--- src/rtl/parking_pkg.sv ---
// Shared constants and the reserved-capacity schedule for the car park controller.
package parking_pkg;

  typedef logic [4:0] hour_t;

  localparam int HOURS_PER_DAY   = 24;
  localparam int TOTAL_CAP_DEF   = 700;
  localparam int START_HOUR_DEF  = 8;
  localparam int RES_CAP_0_DEF   = 500;
  localparam int RES_HOUR_1_DEF  = 14;
  localparam int RES_HOUR_2_DEF  = 15;
  localparam int RES_HOUR_3_DEF  = 16;
  localparam int RES_CAP_1_DEF   = 450;
  localparam int RES_CAP_2_DEF   = 400;
  localparam int RES_CAP_3_DEF   = 200;

  // Reserved capacity in force at a given hour of the business day. Hours past
  // midnight but before the start hour still belong to the previous day's last step.
  function automatic int res_cap_for_hour(
    input hour_t hour,
    input int    start_hour = START_HOUR_DEF,
    input int    cap0       = RES_CAP_0_DEF,
    input int    h1         = RES_HOUR_1_DEF,
    input int    cap1       = RES_CAP_1_DEF,
    input int    h2         = RES_HOUR_2_DEF,
    input int    cap2       = RES_CAP_2_DEF,
    input int    h3         = RES_HOUR_3_DEF,
    input int    cap3       = RES_CAP_3_DEF
  );
    int h;
    h = int'(hour);
    if (h >= h3 || h < start_hour) return cap3;
    if (h >= h2) return cap2;
    if (h >= h1) return cap1;
    return cap0;
  endfunction

endpackage

--- src/rtl/parking_hour_clock.sv ---
// Time-of-day keeper: divides the clock into hours and flags hour and day boundaries.
module parking_hour_clock import parking_pkg::*; #(
  parameter int unsigned CLOCKS_PER_HOUR = 500,
  parameter int unsigned START_HOUR      = START_HOUR_DEF
) (
  input  logic  clk_i,
  input  logic  rst_ni,
  output hour_t hour_o,
  output hour_t hour_nxt_o,
  output logic  hour_tick_o,
  output logic  day_rollover_o
);

  localparam int TICK_W = (CLOCKS_PER_HOUR > 1) ? $clog2(CLOCKS_PER_HOUR) : 1;
  localparam logic [TICK_W-1:0] TICK_LAST = TICK_W'(CLOCKS_PER_HOUR - 1);
  localparam hour_t LAST_HOUR  = hour_t'(HOURS_PER_DAY - 1);
  localparam hour_t START_H    = hour_t'(START_HOUR);

  logic [TICK_W-1:0] tick_q, tick_d;
  hour_t             hour_q, hour_d;

  // Hour boundary detection and next-state for tick and hour.
  always_comb begin
    hour_tick_o    = (tick_q == TICK_LAST);
    hour_nxt_o     = (hour_q == LAST_HOUR) ? '0 : hour_q + hour_t'(1);
    day_rollover_o = hour_tick_o && (hour_nxt_o == START_H);
    tick_d         = tick_q + TICK_W'(1);
    hour_d         = hour_q;
    if (hour_tick_o) begin
      tick_d = '0;
      hour_d = hour_nxt_o;
    end
  end

  // Tick and hour registers.
  always_ff @(posedge clk_i or negedge rst_ni) begin
    if (!rst_ni) begin
      tick_q <= '0;
      hour_q <= START_H;
    end else begin
      tick_q <= tick_d;
      hour_q <= hour_d;
    end
  end

  assign hour_o = hour_q;

endmodule

--- src/rtl/parking_multigate_ctrl.sv ---
// Two-class car park occupancy controller with parallel entry/exit gates and a
// time-of-day reserved-capacity schedule.
module parking_multigate_ctrl import parking_pkg::*; #(
  parameter int unsigned NUM_GATES       = 2,
  parameter int unsigned CNT_W           = 10,
  parameter int unsigned TOTAL_CAP       = TOTAL_CAP_DEF,
  parameter int unsigned CLOCKS_PER_HOUR = 500,
  parameter int unsigned START_HOUR      = START_HOUR_DEF,
  parameter int unsigned RES_CAP_0       = RES_CAP_0_DEF,
  parameter int unsigned RES_HOUR_1      = RES_HOUR_1_DEF,
  parameter int unsigned RES_HOUR_2      = RES_HOUR_2_DEF,
  parameter int unsigned RES_HOUR_3      = RES_HOUR_3_DEF,
  parameter int unsigned RES_CAP_1       = RES_CAP_1_DEF,
  parameter int unsigned RES_CAP_2       = RES_CAP_2_DEF,
  parameter int unsigned RES_CAP_3       = RES_CAP_3_DEF
) (
  input  logic                 clock,
  input  logic                 reset,
  input  logic [NUM_GATES-1:0] entry_valid,
  input  logic [NUM_GATES-1:0] entry_is_res,
  input  logic [NUM_GATES-1:0] exit_valid,
  input  logic [NUM_GATES-1:0] exit_is_res,
  output logic [NUM_GATES-1:0] entry_grant,
  output logic [NUM_GATES-1:0] exit_grant,
  output logic [4:0]           hour,
  output logic [CNT_W-1:0]     res_parked,
  output logic [CNT_W-1:0]     gen_parked,
  output logic [CNT_W-1:0]     res_free,
  output logic [CNT_W-1:0]     gen_free,
  output logic                 res_has_space,
  output logic                 gen_has_space,
  output logic                 ja_nist,
  output logic                 faulty_exit
);

  localparam logic [CNT_W-1:0] TOTAL_C = CNT_W'(TOTAL_CAP);
  localparam logic [CNT_W-1:0] CAP0_C  = CNT_W'(RES_CAP_0);
  localparam logic [CNT_W-1:0] ONE_C   = CNT_W'(1);

  hour_t hour_nxt;
  logic  hour_tick;
  logic  day_rollover;

  parking_hour_clock #(
    .CLOCKS_PER_HOUR (CLOCKS_PER_HOUR),
    .START_HOUR      (START_HOUR)
  ) u_hour_clock (
    .clk_i          (clock),
    .rst_ni         (reset),
    .hour_o         (hour),
    .hour_nxt_o     (hour_nxt),
    .hour_tick_o    (hour_tick),
    .day_rollover_o (day_rollover)
  );

  logic [CNT_W-1:0]     res_parked_q, res_parked_d;
  logic [CNT_W-1:0]     gen_parked_q, gen_parked_d;
  logic [CNT_W-1:0]     res_cap_q, res_cap_d;
  logic [CNT_W-1:0]     new_cap;
  logic [CNT_W-1:0]     gen_cap;
  logic [NUM_GATES-1:0] entry_grant_q, entry_grant_d;
  logic [NUM_GATES-1:0] exit_grant_q, exit_grant_d;
  logic                 ja_nist_q, ja_nist_d;
  logic                 faulty_exit_q, faulty_exit_d;

  // Rollover/schedule first, then exits, then entries, each on the running counts.
  always_comb begin
    res_parked_d  = res_parked_q;
    gen_parked_d  = gen_parked_q;
    res_cap_d     = res_cap_q;
    entry_grant_d = '0;
    exit_grant_d  = '0;
    ja_nist_d     = 1'b0;
    faulty_exit_d = 1'b0;
    new_cap = CNT_W'(res_cap_for_hour(hour_nxt, int'(START_HOUR), int'(RES_CAP_0),
                                      int'(RES_HOUR_1), int'(RES_CAP_1),
                                      int'(RES_HOUR_2), int'(RES_CAP_2),
                                      int'(RES_HOUR_3), int'(RES_CAP_3)));

    if (day_rollover) begin
      res_parked_d = '0;
      gen_parked_d = '0;
      res_cap_d    = CAP0_C;
    end else if (hour_tick) begin
      // Reserved cars above the shrunken cap are reclassified as general; the
      // general cap grows by at least as much, so they always fit.
      if (res_parked_d > new_cap) begin
        gen_parked_d = gen_parked_d + (res_parked_d - new_cap);
        res_parked_d = new_cap;
      end
      res_cap_d = new_cap;
    end

    gen_cap = TOTAL_C - res_cap_d;

    for (int g = 0; g < int'(NUM_GATES); g++) begin
      if (exit_valid[g]) begin
        if (exit_is_res[g]) begin
          if (res_parked_d != '0) begin
            res_parked_d    = res_parked_d - ONE_C;
            exit_grant_d[g] = 1'b1;
          end else begin
            faulty_exit_d = 1'b1;
          end
        end else begin
          if (gen_parked_d != '0) begin
            gen_parked_d    = gen_parked_d - ONE_C;
            exit_grant_d[g] = 1'b1;
          end else begin
            faulty_exit_d = 1'b1;
          end
        end
      end
    end

    for (int g = 0; g < int'(NUM_GATES); g++) begin
      if (entry_valid[g]) begin
        if (entry_is_res[g]) begin
          if (res_parked_d < res_cap_d) begin
            res_parked_d     = res_parked_d + ONE_C;
            entry_grant_d[g] = 1'b1;
          end else begin
            ja_nist_d = 1'b1;
          end
        end else begin
          if (gen_parked_d < gen_cap) begin
            gen_parked_d     = gen_parked_d + ONE_C;
            entry_grant_d[g] = 1'b1;
          end else begin
            ja_nist_d = 1'b1;
          end
        end
      end
    end
  end

  // Occupancy, capacity, grant and pulse registers.
  always_ff @(posedge clock or negedge reset) begin
    if (!reset) begin
      res_parked_q  <= '0;
      gen_parked_q  <= '0;
      res_cap_q     <= CAP0_C;
      entry_grant_q <= '0;
      exit_grant_q  <= '0;
      ja_nist_q     <= 1'b0;
      faulty_exit_q <= 1'b0;
    end else begin
      res_parked_q  <= res_parked_d;
      gen_parked_q  <= gen_parked_d;
      res_cap_q     <= res_cap_d;
      entry_grant_q <= entry_grant_d;
      exit_grant_q  <= exit_grant_d;
      ja_nist_q     <= ja_nist_d;
      faulty_exit_q <= faulty_exit_d;
    end
  end

  assign entry_grant   = entry_grant_q;
  assign exit_grant    = exit_grant_q;
  assign ja_nist       = ja_nist_q;
  assign faulty_exit   = faulty_exit_q;
  assign res_parked    = res_parked_q;
  assign gen_parked    = gen_parked_q;
  assign res_free      = res_cap_q - res_parked_q;
  assign gen_free      = TOTAL_C - res_cap_q - gen_parked_q;
  assign res_has_space = (res_free != '0);
  assign gen_has_space = (gen_free != '0);

endmodule

--- config.mk ---
export PLATFORM = sky130hd
export DESIGN_NAME = parking_multigate_ctrl
export DESIGN_NICKNAME = d
export VERILOG_FILES = /design/src/rtl/parking_pkg.sv /design/src/rtl/parking_hour_clock.sv /design/src/rtl/parking_multigate_ctrl.sv
export SDC_FILE = /design/constraint.sdc
export NUM_CORES = 1
export LEC_CHECK = 0
export CAP_MARGIN = 20
export CELL_PAD_IN_SITES_DETAIL_PLACEMENT = 0
export CELL_PAD_IN_SITES_GLOBAL_PLACEMENT = 1
export CORE_UTILIZATION = 50
export DETAILED_ROUTE_END_ITERATION = 7
export HOLD_SLACK_MARGIN = 0.08
export PLACE_DENSITY = 0.89
export SETUP_SLACK_MARGIN = 0.4
export SLEW_MARGIN = 20
export SYNTH_ARGS = -nofsm -noshare
export SYNTH_HDL_FRONTEND = slang
export SYNTH_SLANG_ARGS = --single-unit
--- constraint.sdc ---
create_clock -name clock -period 28.2 [get_ports clock]
set_input_delay 7.05 -clock clock [delete_from_list [all_inputs] [get_ports clock]]
set_output_delay 7.05 -clock clock [all_outputs]
set_load 0.005 [all_outputs]
* Word level (Yosys, flattened, before mapping) *
Index checks and enable logic that the tools add are counted.

cells by class
  add/sub/neg operators = 16
  $lt $le $gt $ge = 9
  equality and inequality tests = 3
  muxes and demuxes = 78
  reductions and logical operators = 8

operators with widths
  cell                    count
  $mux 10                 35
  $reduce_bool 10->1      6
  $add 10x1->10 const B   4
  $lt 10x10->1            4
  $sub 10x1->10 const B   4
  $mux 1                  38
  $sub 10x10->10          3
  $mux 9                  3
  $sub 10x10->10 const A  2
  $add 10x10->10          1
  $ge 5x4->1 const B      2
  $gt 10x10->1            1
  $add 9x1->9 const B     1
  $eq 9x9->1 const B      1
  $mux 8                  1
  $add 5x1->5 const B     1
  $eq 5x4->1 const B      1
  $eq 5x5->1 const B      1
  $ge 5x5->1 const B      1
  $lt 5x4->1 const B      1
  $mux 5                  1
  $logic_and 1x1->1       1
  $logic_or 1x1->1        1

word-level totals
  register bits = 50
  bits of input ports = 10
  output and inout bits = 53
  logic and storage cells = 123

* Longest topological paths before layout *
  depth after elaboration = 32
  mapped depth = 57
  depth with buffers taken out = 55

* By module *
A second synthesis with hierarchy kept.

unflattened totals
  cells, all modules = 998
  area total of the unflattened synthesis = 8,260.4 µm²

modules (own cells, without submodules)
  module                  times used  cells each  area each (µm²)  seq. area each (µm²)
  parking_multigate_ctrl  1           922         7,412.1          908.4
  parking_hour_clock      1           76          848.3            351.6

* Least setup slack after synthesis *
OpenSTA, ideal clock, no wires.

  path kind = input-to-reg
  start = input port exit_valid[0]
  end = register gen_parked_q[8] (netlist: gen_parked[8])
  setup time = 130 ps
  arrival = 14,320 ps
  data required time = 28,070 ps
  slack = 13,750 ps
  cell stages on the path = 34
  buffers on the path = 0
  cells stage by stage = nor2b_1 o21ai_1 mux2_2 ha_1 inv_1 a2111oi_0 a311oi_2 o31ai_4 mux2i_1 nand3_1 inv_1 ha_1 a21o_1 a21o_1 a21o_1 a21o_1 a21o_1 a21oi_1 o211ai_1 or2_2 nor4_1 a41oi_1 a31o_2 nor4_1 xnor2_1 ha_1 a21o_1 a21o_1 a2111oi_0 nand4b_1 o21ai_4 nand2_1 nand4b_1 xnor2_1

on the way
  word-level cells in the longest chain between the ends = 13
  elaborated cells between the ends (all ways) = 16
  classes of those cells = add/sub: 3; order compare: 2; mux: 10; reduce/logical: 1

RTL lines
  element                                              RTL line                                                      source
  from (decl)                                          parking_multigate_ctrl.sv:21                                  input logic [NUM_GATES-1:0] exit_valid,
  $mux 10 *                                            parking_multigate_ctrl.sv:97                                  if (exit_valid[g]) begin
  $sub 10x1->10 or $reduce_bool 10->1 (tied branches)  parking_multigate_ctrl.sv:107, parking_multigate_ctrl.sv:106
  $mux 10                                              parking_multigate_ctrl.sv:106                                 if (gen_parked_d != '0) begin
  $mux 10                                              parking_multigate_ctrl.sv:98                                  if (exit_is_res[g]) begin
  $mux 10 *                                            parking_multigate_ctrl.sv:97
  $add 10x1->10 or $lt 10x10->1 (tied branches)        parking_multigate_ctrl.sv:127, parking_multigate_ctrl.sv:126
  $mux 10                                              parking_multigate_ctrl.sv:126                                 if (gen_parked_d < gen_cap) begin
  $mux 10                                              parking_multigate_ctrl.sv:118                                 if (entry_is_res[g]) begin
  $mux 10 *                                            parking_multigate_ctrl.sv:117                                 if (entry_valid[g]) begin
  $add 10x1->10 or $lt 10x10->1 (tied branches)        parking_multigate_ctrl.sv:127, parking_multigate_ctrl.sv:126
  $mux 10                                              parking_multigate_ctrl.sv:126
  $mux 10                                              parking_multigate_ctrl.sv:118
  $mux 10 *                                            parking_multigate_ctrl.sv:117
  net gen_parked_d[8]                                  parking_multigate_ctrl.sv:57                                  logic [CNT_W-1:0] gen_parked_q, gen_parked_d;
  to (signal assigned)                                 parking_multigate_ctrl.sv:149                                 gen_parked_q <= gen_parked_d;
  to (decl)                                            parking_multigate_ctrl.sv:57

Mark *: on every way through the listed nets, which the timed path passes. The rest lies on a longest branch.
A chain may end at the register's enable or synchronous reset.

* Worst setup path in the final report *
Ends and elaborated chain as after synthesis.

==> results by group <==
Run status
  – Outcome: finished, final reports clean

Global routing
  – Pin count of the biggest net entering global routing: 51
  – Vias in the first global route: 6926
  – Total congestion overflow: 0
  – GRT Overall Usage: 29.5%
  – First-pass GRT wire length: roughly 38000 um
  – Initial antenna violation count: 0

Yosys
  – Syn Nets: 1085
  – Ys flop type: dfrtp_1
  – Cells after synthesis: 972
  – Sequential fraction of the synthesis area: 15.7%
  – Register bit total from synthesis: 50
  – Asr flop ratio synth: 100%
  – Synth unique cells: 102
  – Post-Syn Area: about 0.0080 mm^2
  – Post-synth EDFFs: 0
  – Syn_area_per_cell: 8.25 um^2
  – YS warnings: 0

Worst setup path
  – Nature of the critical path startpoint: input pin
  – Crit path kind: in2reg
  – Worst Path Arrival: 16.14 ns
  – Most used cell, CP: a21o_1
  – Crit path max fanout: 7
  – FF-to-FF Start: u_hour_clock.hour_o[0]
  – Reg2reg setup slack: 15.28 ns
  – Worst endpoint required time: 28.39 ns
  – CP max-delay cell: a2111oi_0
  – R2r endpoint: gen_parked[8]
  – Critical Path Sink Type: flop
  – Critical Path Max Stage Delay: roughly 0.69 ns
  – Worst Setup SP: exit_valid[0]
  – R2R cell count: 50

Min path
  – Worst Hold End: u_hour_clock.tick_q[8]
  – Hold_sp: u_hour_clock.tick_q[8]
  – Hold Path Class: reg2reg
  – Depth of the worst hold-timing path: 1

STA
  – Clock Skews: ~0.009 ns
  – RSZ-0062 raised after global routing: false
  – Tcrit/Tclk final: 56.6%
  – Fmax achieved: 0.0627 GHz
  – Setup WS post-layout: 12.25 ns
  – Worst Max-Slew Pin Slew: 1.10 ns
  – Final count of hold timing violations: 0
  – Slew Limit Fails: 0
  – Max_slew headroom: between 20% and 30%
  – Endpoints failing setup: 0
  – Fin crit period: about 16 ns
  – Setup tns final: 0 ns

Floorplan
  – Core area: 0.0154 mm^2
  – Chip height: about 130 um
  – Die footprint: ~0.017 mm^2
  – Die X: 129 um
  – # IOs: 63
  – Rows: 45
  – Starting Density: 52.0%

Final layout
  – Layout area overhead: 12.0%
  – Nets: 1141
  – Post-layout util: 58.2%
  – Ant. Diodes: 0
  – Share of cells above drive strength 1: 9.14%
  – Commonest non-fill, non-tap cells in the layout: ha_1, inv_1, nor2_1
  – Commonest non-fill, non-tap cell in the layout: ha_1

Placement
  – GP Congestion: 0.949
  – Place WS: ~12 ns
  – Post-DP HPWL: 19300 um
  – PortBufs: 62

Clocking
  – CTS Sinks: 50
  – Clock transition at path regs: 0.08 ns
  – CTS Buf Count: 5
  – Skew-Pair Late Insertion Delay: 0.31 ns
  – Clock root buffer: clkbuf_16
  – Postcts setup bufs: 0
  – Hold buffer count at CTS: 0
  – Max H-tree Level: 2
  – CTS resizes: 0
  – Max clock buf depth: 2
  – CTS tree: yes

Route
  – Drt first-iter violations: 596
  – Drt drc: 0
  – Via/cell ratio: 6.06
  – Post-DRT Antenna Nets: 0
  – Router iterations before antenna repair: 6
  – Average wire per standard cell: 19.1 um
  – Via count: 7512
  – Final WL: 23600 um

Power and ir drop
  – PwrDens: 103 mW/mm^2
  – Worst VDD drop: 0.0534 mV
  – Leakage: about 4 nW

Job
  – Max_cap viols: 0
-- worst max-delay path by stage --
| stage | to | slack, ns | cells past startpoint |
|---|---|---|---|
| after floorplan | gen_parked[8] | 13.75 | 34 |
| after global placement | gen_parked[8] | 12.48 | 36 |
| after detailed placement | gen_parked[8] | 12.16 | 36 |
| after CTS | gen_parked[8] | 12.47 | 36 |
| after global routing | gen_parked[8] | 11.76 | 36 |
| final | gen_parked[8] | 12.25 | 36 |
-- logic make-up (layout without fill, tap and decap cells) --
family                   Yosys count  in the layout  synth area share [%]
AO/OA/AOI/OAI                    252            252                  24.0
AND/OR/NAND/NOR                  334            334                  23.0
XOR/XNOR                          90             90                  10.4
adder cells (fa/ha/maj)          103            103                  16.9
flip-flops                        50             50                  15.7
multiplexers                      31             31                  4.09
buffers and inverters            112            169                  5.86
-- per-stage QoR --
step | instances | hold WS [ns] | instance area, um^2 | power [W]
after floorplan | 972 | 0.441 | 8020 | 0.000639
after global placement | 1232 | 0.468 | 8830 | 0.000844
after detailed placement | 1232 | 0.472 | 8830 | 0.000848
after CTS | 1240 | 0.491 | 8980 | 0.000921
after global routing | 1240 | 0.522 | 8980 | 0.00101
final | 1240 | 0.478 | 8980 | 0.000928
-- cell type report --
| type | instances | area [um^2] |
|---|---|---|
| clock buffer | 5 | 125 |
| clock inverter | 3 | 28.8 |
| fill | 1491 | 6440 |
| inverter | 92 | 345 |
| multi-input combinational | 810 | 6290 |
| sequential | 50 | 1260 |
| tap | 211 | 264 |
| timing repair buffer | 69 | 668 |
-- sequential cells by signal (all words and copies together) (netlist names) --
signal / flops
u_hour_clock.hour_o: 5
exit_grant: 2
ja_nist: 1
faulty_exit: 1
gen_parked: 10
res_parked: 10
res_cap_q: 10
entry_grant: 2
u_hour_clock.tick_q: 9
-- Yosys cell counts (4+ instances only) --
cell type,instances,share of area (%)
a21o_1,30,2.8
nand3b_1,6,0.56
clkbuf_1,7,0.33
nor2b_1,13,1.0
a211o_1,4,0.44
buf_2,7,0.44
a21boi_0,4,0.37
or2_2,4,0.31
o21ai_1,4,0.25
mux2i_1,19,2.4
a31o_2,5,0.55
nor4_1,11,0.86
a31oi_1,11,0.86
dfrtp_1,43,13
dfstp_2,7,2.3
xnor2_1,57,6.2
or3_1,7,0.55
buf_6,5,0.70
ha_1,94,15
o21ai_0,45,2.8
nand2b_1,16,1.2
and2_1,11,0.86
o211ai_1,11,1.0
o21a_1,10,0.94
fa_1,9,2.2
mux2_2,11,1.5
and4_1,4,0.44
o21bai_1,4,0.37
and3_1,10,0.78
nand3_1,31,1.9
o31ai_1,9,0.84
nor3_1,27,1.7
a21oi_1,52,3.2
inv_1,91,4.3
nor2_1,79,3.7
xor2_1,28,3.1
nand2_1,65,3.0
nand4_1,20,1.6
-- power breakdown --
group	switching [W]	internal (W)	total (W)
clock	0.0000321	0.0000340	0.0000661
combinational	0.000427	0.000315	0.000742
sequential	0.0000358	0.0000849	0.000121
total	0.000495	0.000434	0.000928
-- per-layer routing --
layer | track usage [%] | routed length (um) | vias to the layer above
met5 | 0 | 0 | -
met4 | 8.51 | 555 | 0
met3 | 2.91 | 1510 | 39
met2 | 47.7 | 10500 | 295
met1 | 41.6 | 11100 | 3512
li1 | - | - | 3666
-- critical path: cells and delay by family --
kind	cells	cell delay, ns
compound gates	18	4.38
xor+xnor	2	0.41
fa+ha+maj	3	0.80
buf+inv	4	1.01
mux	1	0.44
simple gates	8	2.03
No activity file was read; power rests on OpenSTA's default activity.
